File: src/rtl/regfile_cmd_sequencer.sv
// regfile_cmd_sequencer
//   Initiator for a 16x16 register file. Takes one register-level command at
//   a time, reads both operands, computes a result, commits it through the
//   write port and hands the result plus flags back over a valid/ready port.
//   CLR walks every register and writes zero, one per cycle.
//
// Ports
//   clock, reset                 clock and synchronous active-high reset
//   cmd_valid/cmd_ready          command handshake
//   cmd_op/dst/srca/srcb/imm     command fields, latched on acceptance
//   rf_write/rf_DA/rf_AA/rf_BA   registered register-file control
//   rf_D                         registered register-file write data
//   rf_A/rf_B                    register-file read data (combinational)
//   res_valid/res_ready          result handshake
//   res_data/res_zero/res_carry  result value and flags
module regfile_cmd_sequencer #(
  parameter int bit_width  = 16,
  parameter int addr_width = 4
) (
  input  logic                  clock,
  input  logic                  reset,
  input  logic                  cmd_valid,
  output logic                  cmd_ready,
  input  logic [2:0]            cmd_op,
  input  logic [addr_width-1:0] cmd_dst,
  input  logic [addr_width-1:0] cmd_srca,
  input  logic [addr_width-1:0] cmd_srcb,
  input  logic [bit_width-1:0]  cmd_imm,
  output logic                  rf_write,
  output logic [addr_width-1:0] rf_DA,
  output logic [addr_width-1:0] rf_AA,
  output logic [addr_width-1:0] rf_BA,
  output logic [bit_width-1:0]  rf_D,
  input  logic [bit_width-1:0]  rf_A,
  input  logic [bit_width-1:0]  rf_B,
  output logic                  res_valid,
  input  logic                  res_ready,
  output logic [bit_width-1:0]  res_data,
  output logic                  res_zero,
  output logic                  res_carry
);

  localparam logic [2:0] OP_LDI = 3'd0;
  localparam logic [2:0] OP_MOV = 3'd1;
  localparam logic [2:0] OP_ADD = 3'd2;
  localparam logic [2:0] OP_SUB = 3'd3;
  localparam logic [2:0] OP_AND = 3'd4;
  localparam logic [2:0] OP_XOR = 3'd5;
  localparam logic [2:0] OP_RD  = 3'd6;
  localparam logic [2:0] OP_CLR = 3'd7;

  // CLR reports how many registers it cleared.
  localparam logic [bit_width-1:0]  SWEEP_COUNT = bit_width'(1 << addr_width);
  localparam logic [addr_width-1:0] CNT_LAST    = '1;

  typedef enum logic [2:0] {
    S_IDLE,
    S_READ,
    S_WB,
    S_RESP,
    S_SWEEP
  } state_t;

  state_t                state_q, state_d;
  logic [2:0]            op_q, op_d;
  logic [addr_width-1:0] dst_q, dst_d;
  logic [bit_width-1:0]  imm_q, imm_d;
  logic [addr_width-1:0] cnt_q, cnt_d;
  logic                  write_q, write_d;
  logic [addr_width-1:0] da_q, da_d;
  logic [addr_width-1:0] aa_q, aa_d;
  logic [addr_width-1:0] ba_q, ba_d;
  logic [bit_width-1:0]  d_q, d_d;
  // Result held between READ and WB so RD (which never loads rf_D) still
  // has its value available when the response is published.
  logic [bit_width-1:0]  pend_data_q, pend_data_d;
  logic                  pend_carry_q, pend_carry_d;
  logic                  res_valid_q, res_valid_d;
  logic [bit_width-1:0]  res_data_q, res_data_d;
  logic                  res_zero_q, res_zero_d;
  logic                  res_carry_q, res_carry_d;

  logic [bit_width:0]    alu_out;

  // The extra MSB is the carry for ADD and the borrow for SUB (the top bit of
  // a zero-extended subtraction is set exactly when a < b); it is zero for
  // every other op because the operands are zero-extended.
  function automatic logic [bit_width:0] alu(
    input logic [2:0]           op,
    input logic [bit_width-1:0] a,
    input logic [bit_width-1:0] b,
    input logic [bit_width-1:0] imm
  );
    logic [bit_width:0] r;
    r = '0;
    case (op)
      OP_LDI:         r = {1'b0, imm};
      OP_MOV, OP_RD:  r = {1'b0, a};
      OP_ADD:         r = {1'b0, a} + {1'b0, b};
      OP_SUB:         r = {1'b0, a} - {1'b0, b};
      OP_AND:         r = {1'b0, a & b};
      OP_XOR:         r = {1'b0, a ^ b};
      default:        r = '0;
    endcase
    return r;
  endfunction

  assign alu_out = alu(op_q, rf_A, rf_B, imm_q);

  always_comb begin
    state_d      = state_q;
    op_d         = op_q;
    dst_d        = dst_q;
    imm_d        = imm_q;
    cnt_d        = cnt_q;
    write_d      = write_q;
    da_d         = da_q;
    aa_d         = aa_q;
    ba_d         = ba_q;
    d_d          = d_q;
    pend_data_d  = pend_data_q;
    pend_carry_d = pend_carry_q;
    res_valid_d  = res_valid_q;
    res_data_d   = res_data_q;
    res_zero_d   = res_zero_q;
    res_carry_d  = res_carry_q;

    case (state_q)
      S_IDLE: begin
        if (cmd_valid) begin
          op_d  = cmd_op;
          dst_d = cmd_dst;
          imm_d = cmd_imm;
          aa_d  = cmd_srca;
          ba_d  = cmd_srcb;
          if (cmd_op == OP_CLR) begin
            // First sweep write is presented straight away so register 0
            // commits on the first SWEEP edge.
            write_d = 1'b1;
            da_d    = '0;
            d_d     = '0;
            cnt_d   = '0;
            state_d = S_SWEEP;
          end else begin
            state_d = S_READ;
          end
        end
      end

      S_READ: begin
        pend_data_d  = alu_out[bit_width-1:0];
        pend_carry_d = alu_out[bit_width];
        if (op_q != OP_RD) begin
          write_d = 1'b1;
          da_d    = dst_q;
          d_d     = alu_out[bit_width-1:0];
        end
        state_d = S_WB;
      end

      S_WB: begin
        write_d     = 1'b0;
        res_valid_d = 1'b1;
        res_data_d  = pend_data_q;
        res_zero_d  = (pend_data_q == '0);
        res_carry_d = pend_carry_q;
        state_d     = S_RESP;
      end

      S_RESP: begin
        if (res_ready) begin
          res_valid_d = 1'b0;
          state_d     = S_IDLE;
        end
      end

      S_SWEEP: begin
        // cnt_q is the register whose clear commits at this edge.
        if (cnt_q == CNT_LAST) begin
          write_d     = 1'b0;
          cnt_d       = '0;
          res_valid_d = 1'b1;
          res_data_d  = SWEEP_COUNT;
          res_zero_d  = 1'b0;
          res_carry_d = 1'b0;
          state_d     = S_RESP;
        end else begin
          cnt_d = cnt_q + 1'b1;
          da_d  = cnt_q + 1'b1;
        end
      end

      default: state_d = S_IDLE;
    endcase
  end

  always_ff @(posedge clock) begin
    if (reset) begin
      state_q      <= S_IDLE;
      cnt_q        <= '0;
      write_q      <= 1'b0;
      da_q         <= '0;
      aa_q         <= '0;
      ba_q         <= '0;
      d_q          <= '0;
      res_valid_q  <= 1'b0;
      res_data_q   <= '0;
      res_zero_q   <= 1'b0;
      res_carry_q  <= 1'b0;
    end else begin
      state_q      <= state_d;
      cnt_q        <= cnt_d;
      write_q      <= write_d;
      da_q         <= da_d;
      aa_q         <= aa_d;
      ba_q         <= ba_d;
      d_q          <= d_d;
      res_valid_q  <= res_valid_d;
      res_data_q   <= res_data_d;
      res_zero_q   <= res_zero_d;
      res_carry_q  <= res_carry_d;
    end
  end

  // Latched command fields and the pending result are only consumed after
  // being loaded, so they need no reset.
  always_ff @(posedge clock) begin
    op_q         <= op_d;
    dst_q        <= dst_d;
    imm_q        <= imm_d;
    pend_data_q  <= pend_data_d;
    pend_carry_q <= pend_carry_d;
  end

  assign cmd_ready = (state_q == S_IDLE);
  assign rf_write  = write_q;
  assign rf_DA     = da_q;
  assign rf_AA     = aa_q;
  assign rf_BA     = ba_q;
  assign rf_D      = d_q;
  assign res_valid = res_valid_q;
  assign res_data  = res_data_q;
  assign res_zero  = res_zero_q;
  assign res_carry = res_carry_q;

endmodule
File: config.mk
export PLATFORM = sky130hd
export DESIGN_NAME = regfile_cmd_sequencer
export DESIGN_NICKNAME = d
export VERILOG_FILES = /design/src/rtl/regfile_cmd_sequencer.sv
export SDC_FILE = /design/constraint.sdc
export NUM_CORES = 1
export LEC_CHECK = 0
export ABC_CLOCK_PERIOD_IN_PS = 4200
export CAP_MARGIN = 20
export CORE_ASPECT_RATIO = 1.2
export CORE_MARGIN = 8
export CORE_UTILIZATION = 52
export DETAILED_ROUTE_END_ITERATION = 8
export GPL_ROUTABILITY_DRIVEN = 0
export GPL_TIMING_DRIVEN = 0
export HOLD_SLACK_MARGIN = 0.02
export PLACE_DENSITY = 0.81
export REMOVE_ABC_BUFFERS = 1
export SYNTH_ARGS = -nofsm -noshare
export SYNTH_HDL_FRONTEND = slang
export SYNTH_SLANG_ARGS = --single-unit
File: constraint.sdc
create_clock -name clock -period 4.2 [get_ports clock]
set_clock_uncertainty 0.05 [all_clocks]
set_input_delay 0.84 -clock clock [delete_from_list [all_inputs] [get_ports clock]]
set_output_delay 0.84 -clock clock [all_outputs]
set_load 0.1 [all_outputs]
## Yosys cells after proc, flatten, opt, wreduce, memory -nomap -nowiden

Index checks and enable logic that the tools add are counted.

- $add $sub $neg: 3
- Equal/unequal tests: 19
- Mux-type cells: 29
- Bitwise gates (word level): 2
- Reduce and logical (&&, ||, !) cells: 18

Operators with widths:

| cell | count |
|---|---|
| one-hot mux 17 bit (6 select lines) | 1 |
| 2-to-1 mux 16 bit | 4 |
| one-hot mux 16 bit (2 select lines) | 2 |
| 2-to-1 mux 4 bit | 5 |
| adder 16 x 16 -> 17 bit | 1 |
| subtractor 16 x 16 -> 17 bit | 1 |
| AND 16 bit | 1 |
| logical NOT 16 bit | 1 |
| bitwise XOR 16 bit | 1 |
| == test 3 bit, second input constant | 5 |
| one-hot mux 3 bit (5 select lines) | 1 |
| == test 3 x 2 -> 1 bit, second input constant | 4 |
| 2-to-1 mux 3 bit | 4 |
| one-hot mux 4 bit (3 select lines) | 1 |
| inequality test 2 bit, second input constant | 5 |
| AND reduction 5 bit | 2 |
| AND reduction 3 bit | 3 |
| one-hot mux 4 bit (2 select lines) | 1 |
| == test 3 x 1 -> 1 bit, second input constant | 2 |
| logical NOT 3 bit | 2 |
| 2-to-1 mux 1 bit | 6 |
| nonzero test 2 bit | 3 |
| nonzero test 3 bit | 2 |
| adder 4 x 1 -> 4 bit, second input constant | 1 |
| 10 further kinds | 12 |

- Flip-flop bits (word level): 95
- Input bits: 67
- Output and inout port bits: 49
- Logic and storage cells: 87

## Longest topological paths before layout

- Word-level depth: 5
- Gate-level depth with buffers: 15
- Depth with buffers taken out: 13

## Worst setup path before layout

Ideal clock, no wire load.

- Path kind: register to register
- From: reg state_q[1]
- To: reg dst_q[0] (enable)
- Library setup time: 396 ps
- Arrival time: 4125 ps
- Required time: 3754 ps
- Setup slack: -371 ps
- Cell stages (with the launch flop): 5
- Buffers on the path: 1
- Period minus slack after synthesis: 4571 ps
- Cell sequence: dfxtp_1 nor3_1 nand2_1 inv_1 clkbuf_1

- Cells in the longest elaborated chain, start to end: 2

Ends and longest elaborated chain:

| element | RTL line | text |
|---|---|---|
| start: declaration | 64 | `state_t state_q, state_d;` |
| start signal: assignment | 211 | `state_q <= state_d;` |
| logical NOT 3 bit | - |  |
| net cmd_ready | 23 | `output logic cmd_ready,` |
| AND reduction 2 bit (no source line) | - |  |
| end signal: assignment | 229 | `dst_q <= dst_d;` |
| end: declaration | 66 | `logic [addr_width-1:0] dst_q, dst_d;` |

The timed path passes the listed nets, and every way through them passes these cells.
A chain may end at the register's enable or synchronous reset.

## Worst setup path in the final report

- From: in rf_B[1]
- To: reg pend_data_q[14], data pin

- Cells in the longest elaborated chain, start to end: 2
- Elaborated cells between the ends (all ways): 3
- Classes of those cells: add/sub (2); mux (1)

Ends and longest elaborated chain:

| element | RTL line | text |
|---|---|---|
| start: declaration | 35 | `input logic [bit_width-1:0] rf_B,` |
| subtractor 16 x 16 -> 17 bit or adder 16 x 16 -> 17 bit (tied branches) | 100, 99 |  |
| one-hot mux 17 bit (6 select lines) (*) | 96 | `case (op)` |
| net alu_out[14] | 83 | `logic [bit_width:0] alu_out;` |
| end signal: assignment | 231 | `pend_data_q <= pend_data_d;` |
| end: declaration | 76 | `logic [bit_width-1:0] pend_data_q, pend_data_d;` |

Mark *: on every way through the listed nets, which the timed path passes. The rest lies on a longest branch.

==> Flow_metrics.wiki <==
{| class="wikitable"
! Metric !! Value
|-
| Total overflow reported by the global router || 0
|-
| Portion of the clock cycle consumed by the worst path in the final layout || 0.976
|-
| Required time of the critical path || 4.19 ns
|-
| Kind of path behind the tightest hold check || flop to flop
|-
| Post-DP Area || 6840 um^2
|-
| Run status || finished clean
|-
| Length in cells of the worst reg-to-reg path || 11
|-
| Final total negative setup slack || 0 ns
|-
| Worst hold path cell count || 2
|-
| Transition at the pin with the smallest max-transition slack || 1.14 ns
|-
| Max-slew violation count || 0
|-
| R2r startpoint || op_q[2]
|-
| Post-Synth Adder-Cell Area || 0.0799
|-
| Finished Core Util || 0.697
|-
| CORE AREA || 10500 um^2
|-
| Synthesized-area fraction occupied by xor and xnor cells || 0.0330
|-
| Maximum number of pins on one net before global-route repair || 47
|-
| Worst hold start || rf_BA[1]
|-
| Drt drc || 0
|-
| Maximum frequency from static timing analysis || 244 MHz
|-
| Largest family of logic cells by synthesized area || compound AO/OA/AOI/OAI gates
|-
| Antenna Cells || 0
|-
| Hold Fails Final Rpt || 0
|-
| Latest clock arrival within the worst-skew pair || 0.35 ns
|-
| Clock-pin slew on the worst setup and hold paths || 0.07 ns
|-
| Number of nets with antenna violations after detailed routing || 0
|-
| Total clock sinks || 95
|-
| Master cell of the clock root buffer || clkbuf_16
|-
| CP startpoint kind || primary input
|-
| Global-route wire length before repair || 25.3 mm
|-
| Post-Synthesis Cells || 600
|-
| Number of warnings printed during yosys synthesis || 0
|-
| Via count of the routed design || 5194
|-
| Arrival time of data at the critical path endpoint || 4.09 ns
|-
| Worst setup slack for register-to-register paths || 0.28 ns
|-
| Endpoint class of the critical path || flop
|-
| Multiplexer share of the synthesized area || 0.0595
|-
| Average vias per placed instance || 6.21
|-
| Number of detailed-route iterations in the first pass || 5
|-
| Initial antenna violation count || 0
|-
| CP Max Fanout || 7
|-
| Average wire length per cell after detail routing || 18.7 um
|-
| Register bit total from synthesis || 95
|-
| Final setup viols || 0
|-
| Port Buffers || 115
|-
| Die Y || 129 um
|-
| Worst slack on hold paths || 0.413 ns
|-
| Relative max-transition margin || 0.236
|-
| Die span in x || 111 um
|-
| Detailed router's first-iteration violation count || 436
|-
| TritonCTS clock tree || built
|-
| Critical path startpoint || rf_B[1]
|-
| Setup repair after global routing missed its margin || yes
|-
| I/O Pins || 116
|-
| Maximum level of the CTS H-tree || 3
|-
| Count of maximum capacitance violations || 0
|-
| Peak VDD IR || 0.203 mV
|-
| Seq/Total Area, Yosys || 0.413
|-
| Synth-to-layout area growth || 30.8%
|-
| Number of enable flip-flop cells after synthesis || 40
|-
| Register Area || 2300 um^2
|-
| Die area || 14300 um^2
|-
| Final #Nets || 804
|-
| Layout Cell Area excl Fill || 7290 um^2
|-
| Global-route usage over all layers || 0.212
|-
| Pwr/cell area || 403 nW/um^2
|-
| Post-synth design cell area || 5580 um^2
|-
| Number of global-route vias before repair || 5153
|-
| Endpoint with the worst hold slack || rf_BA[1]
|-
| Number of fillers in the final layout || 796
|-
| Compound-cell area share of the yosys netlist || 0.223
|-
| Starting utilization of the core area || 0.533
|-
| Area fraction in and, or, nand and nor cells after synthesis || 0.158
|-
| Synthesized area divided by synthesized cell count || 9.29 um^2
|-
| Deepest clock path buffer count || 2
|-
| Standby leakage power || 0.00278 uW
|-
| Wirelength, routed || 15.6 mm
|-
| Multi-input logic area || 3160 um^2
|-
| Proportion of synthesized flip-flops having asynchronous set or reset || 0
|-
| Row count || 41
|-
| Fraction of layout cells with a size suffix above 1 || 0.0651
|-
| Number of hold buffers added after CTS || 0
|-
| Primary FF master, synth || dfxtp_1
|-
| Number of buffers created by CTS || 9
|-
| End of the worst register-to-register path || rf_D[10]
|-
| Time the worst path needs with I/O delays and setup || 4.10 ns
|-
| Type of the setup path with the least slack || primary input to flop
|-
| Number of library cell types mapped by synthesis || 60
|-
| HPWL Detailed || 11.6 mm
|}
[flip-flops by register name, indices dropped and copies added, names as in the netlist]
signal	cells
rf_write	1
op_q	3
res_carry	1
state_q	3
res_zero	1
rf_D	16
rf_AA	4
res_data	16
rf_DA	4
res_valid	1
pend_data_q	16
dst_q	4
rf_BA	4
imm_q	16
pend_carry_q	1
cnt_q	4
[worst max-delay path by stage]
| stage | endpoint | slack [ns] | cells after the start |
|---|---|---|---|
| 4_1_cts | rf_D[10] | 0.03 | 11 |
| 3_3_place_gp | pend_data_q[10] | -0.47 | 9 |
| 3_5_place_dp | rf_D[10] | -0.54 | 10 |
| 2_1_floorplan | rf_D[12] | -0.84 | 7 |
| 5_1_grt | pend_data_q[14] | -0.07 | 12 |
| 6_report | pend_data_q[14] | 0.10 | 12 |
[power breakdown]
part,leakage (uW),total (uW),switching [uW],internal (uW)
sequential,0.000826,1100,47.2,1050
combinational,0.00180,985,642,343
clock,0.000150,861,363,498
total,0.00278,2940,1050,1890
[synthesized netlist by cell type, drive strengths merged (7+ instances only)]
cell type | number | share of area
nor2b | 15 | 0.017
xnor2 | 10 | 0.016
o21ai | 28 | 0.025
xor2 | 11 | 0.017
a21oi | 50 | 0.045
nor4 | 8 | 0.0090
clkbuf | 31 | 0.021
edfxtp | 40 | 0.22
nand3 | 9 | 0.0081
a22o | 11 | 0.017
nand2 | 50 | 0.034
nor2 | 50 | 0.034
nor3 | 13 | 0.012
dfxtp | 55 | 0.20
mux2i | 23 | 0.041
ha | 34 | 0.076
nand2b | 10 | 0.011
mux2 | 9 | 0.018
o211ai | 7 | 0.0094
o31ai | 7 | 0.0094
a22oi | 28 | 0.038
inv | 15 | 0.010
[cell type report]
type / count / share of cell area
timing repair buffer: 125 / 0.178
sequential: 95 / 0.316
inverter: 15 / 0.00772
multi-input combinational: 456 / 0.433
clock inverter: 6 / 0.00858
tap: 129 / 0.0221
clock buffer: 10 / 0.0343
[cell families after synthesis]
group           after synthesis
compound gates              186
xor+xnor                     21
fa+ha+maj                    35
buf+inv                      49
flops                        95
mux                          32
simple gates                182
[layer usage]
| layer | wire, um | vias up | global-route usage |
|---|---|---|---|
| li1 | - | 2461 | - |
| met1 | 6460 | 2462 | 0.246 |
| met2 | 7810 | 238 | 0.369 |
| met3 | 983 | 33 | 0.0462 |
| met4 | 400 | 0 | 0.0963 |
| met5 | 0 | - | 0 |
[repair_timing]
item / in CTS / in global routing
endpoints found under the hold margin: 0 / 0
pin swaps: 0 / 2
gates resized for setup: 6 / 8
setup endpoints to repair: 26 / 8
setup buffers: 1 / 3
[layout by cell type (no fill, tap or decap), types with 12 or more instances in the layout]
cell,instances
clkdlybuf4s50_1,112
a22oi_1,28
ha_1,34
nor2b_1,13
o21ai_0,27
inv_1,15
nor3_1,12
dfxtp_1,55
nor2_1,50
mux2i_1,23
edfxtp_1,40
a21oi_1,49
nand2_1,50
[stage by stage]
step	setup slack (ns)	instances	power, uW
floorplan	-0.840	566	1770
global placement	-0.469	810	2020
detailed placement	-0.541	814	2060
CTS	0.0278	831	2920
global route	-0.0664	836	3060
finish	0.101	836	2940
[worst max-delay path, stage by stage]
cell and delay, ns:
clkdlybuf4s50_1 0.51, nor4_4 0.39, nand3b_1 0.24, o31ai_1 0.29
xor2_1 0.20, ha_1 0.36, a21oi_4 0.22, o311ai_0 0.16
and3_1 0.19, o22ai_1 0.23, mux2i_1 0.30, o21ai_0 0.14
Power figures use the tool's default switching activity.
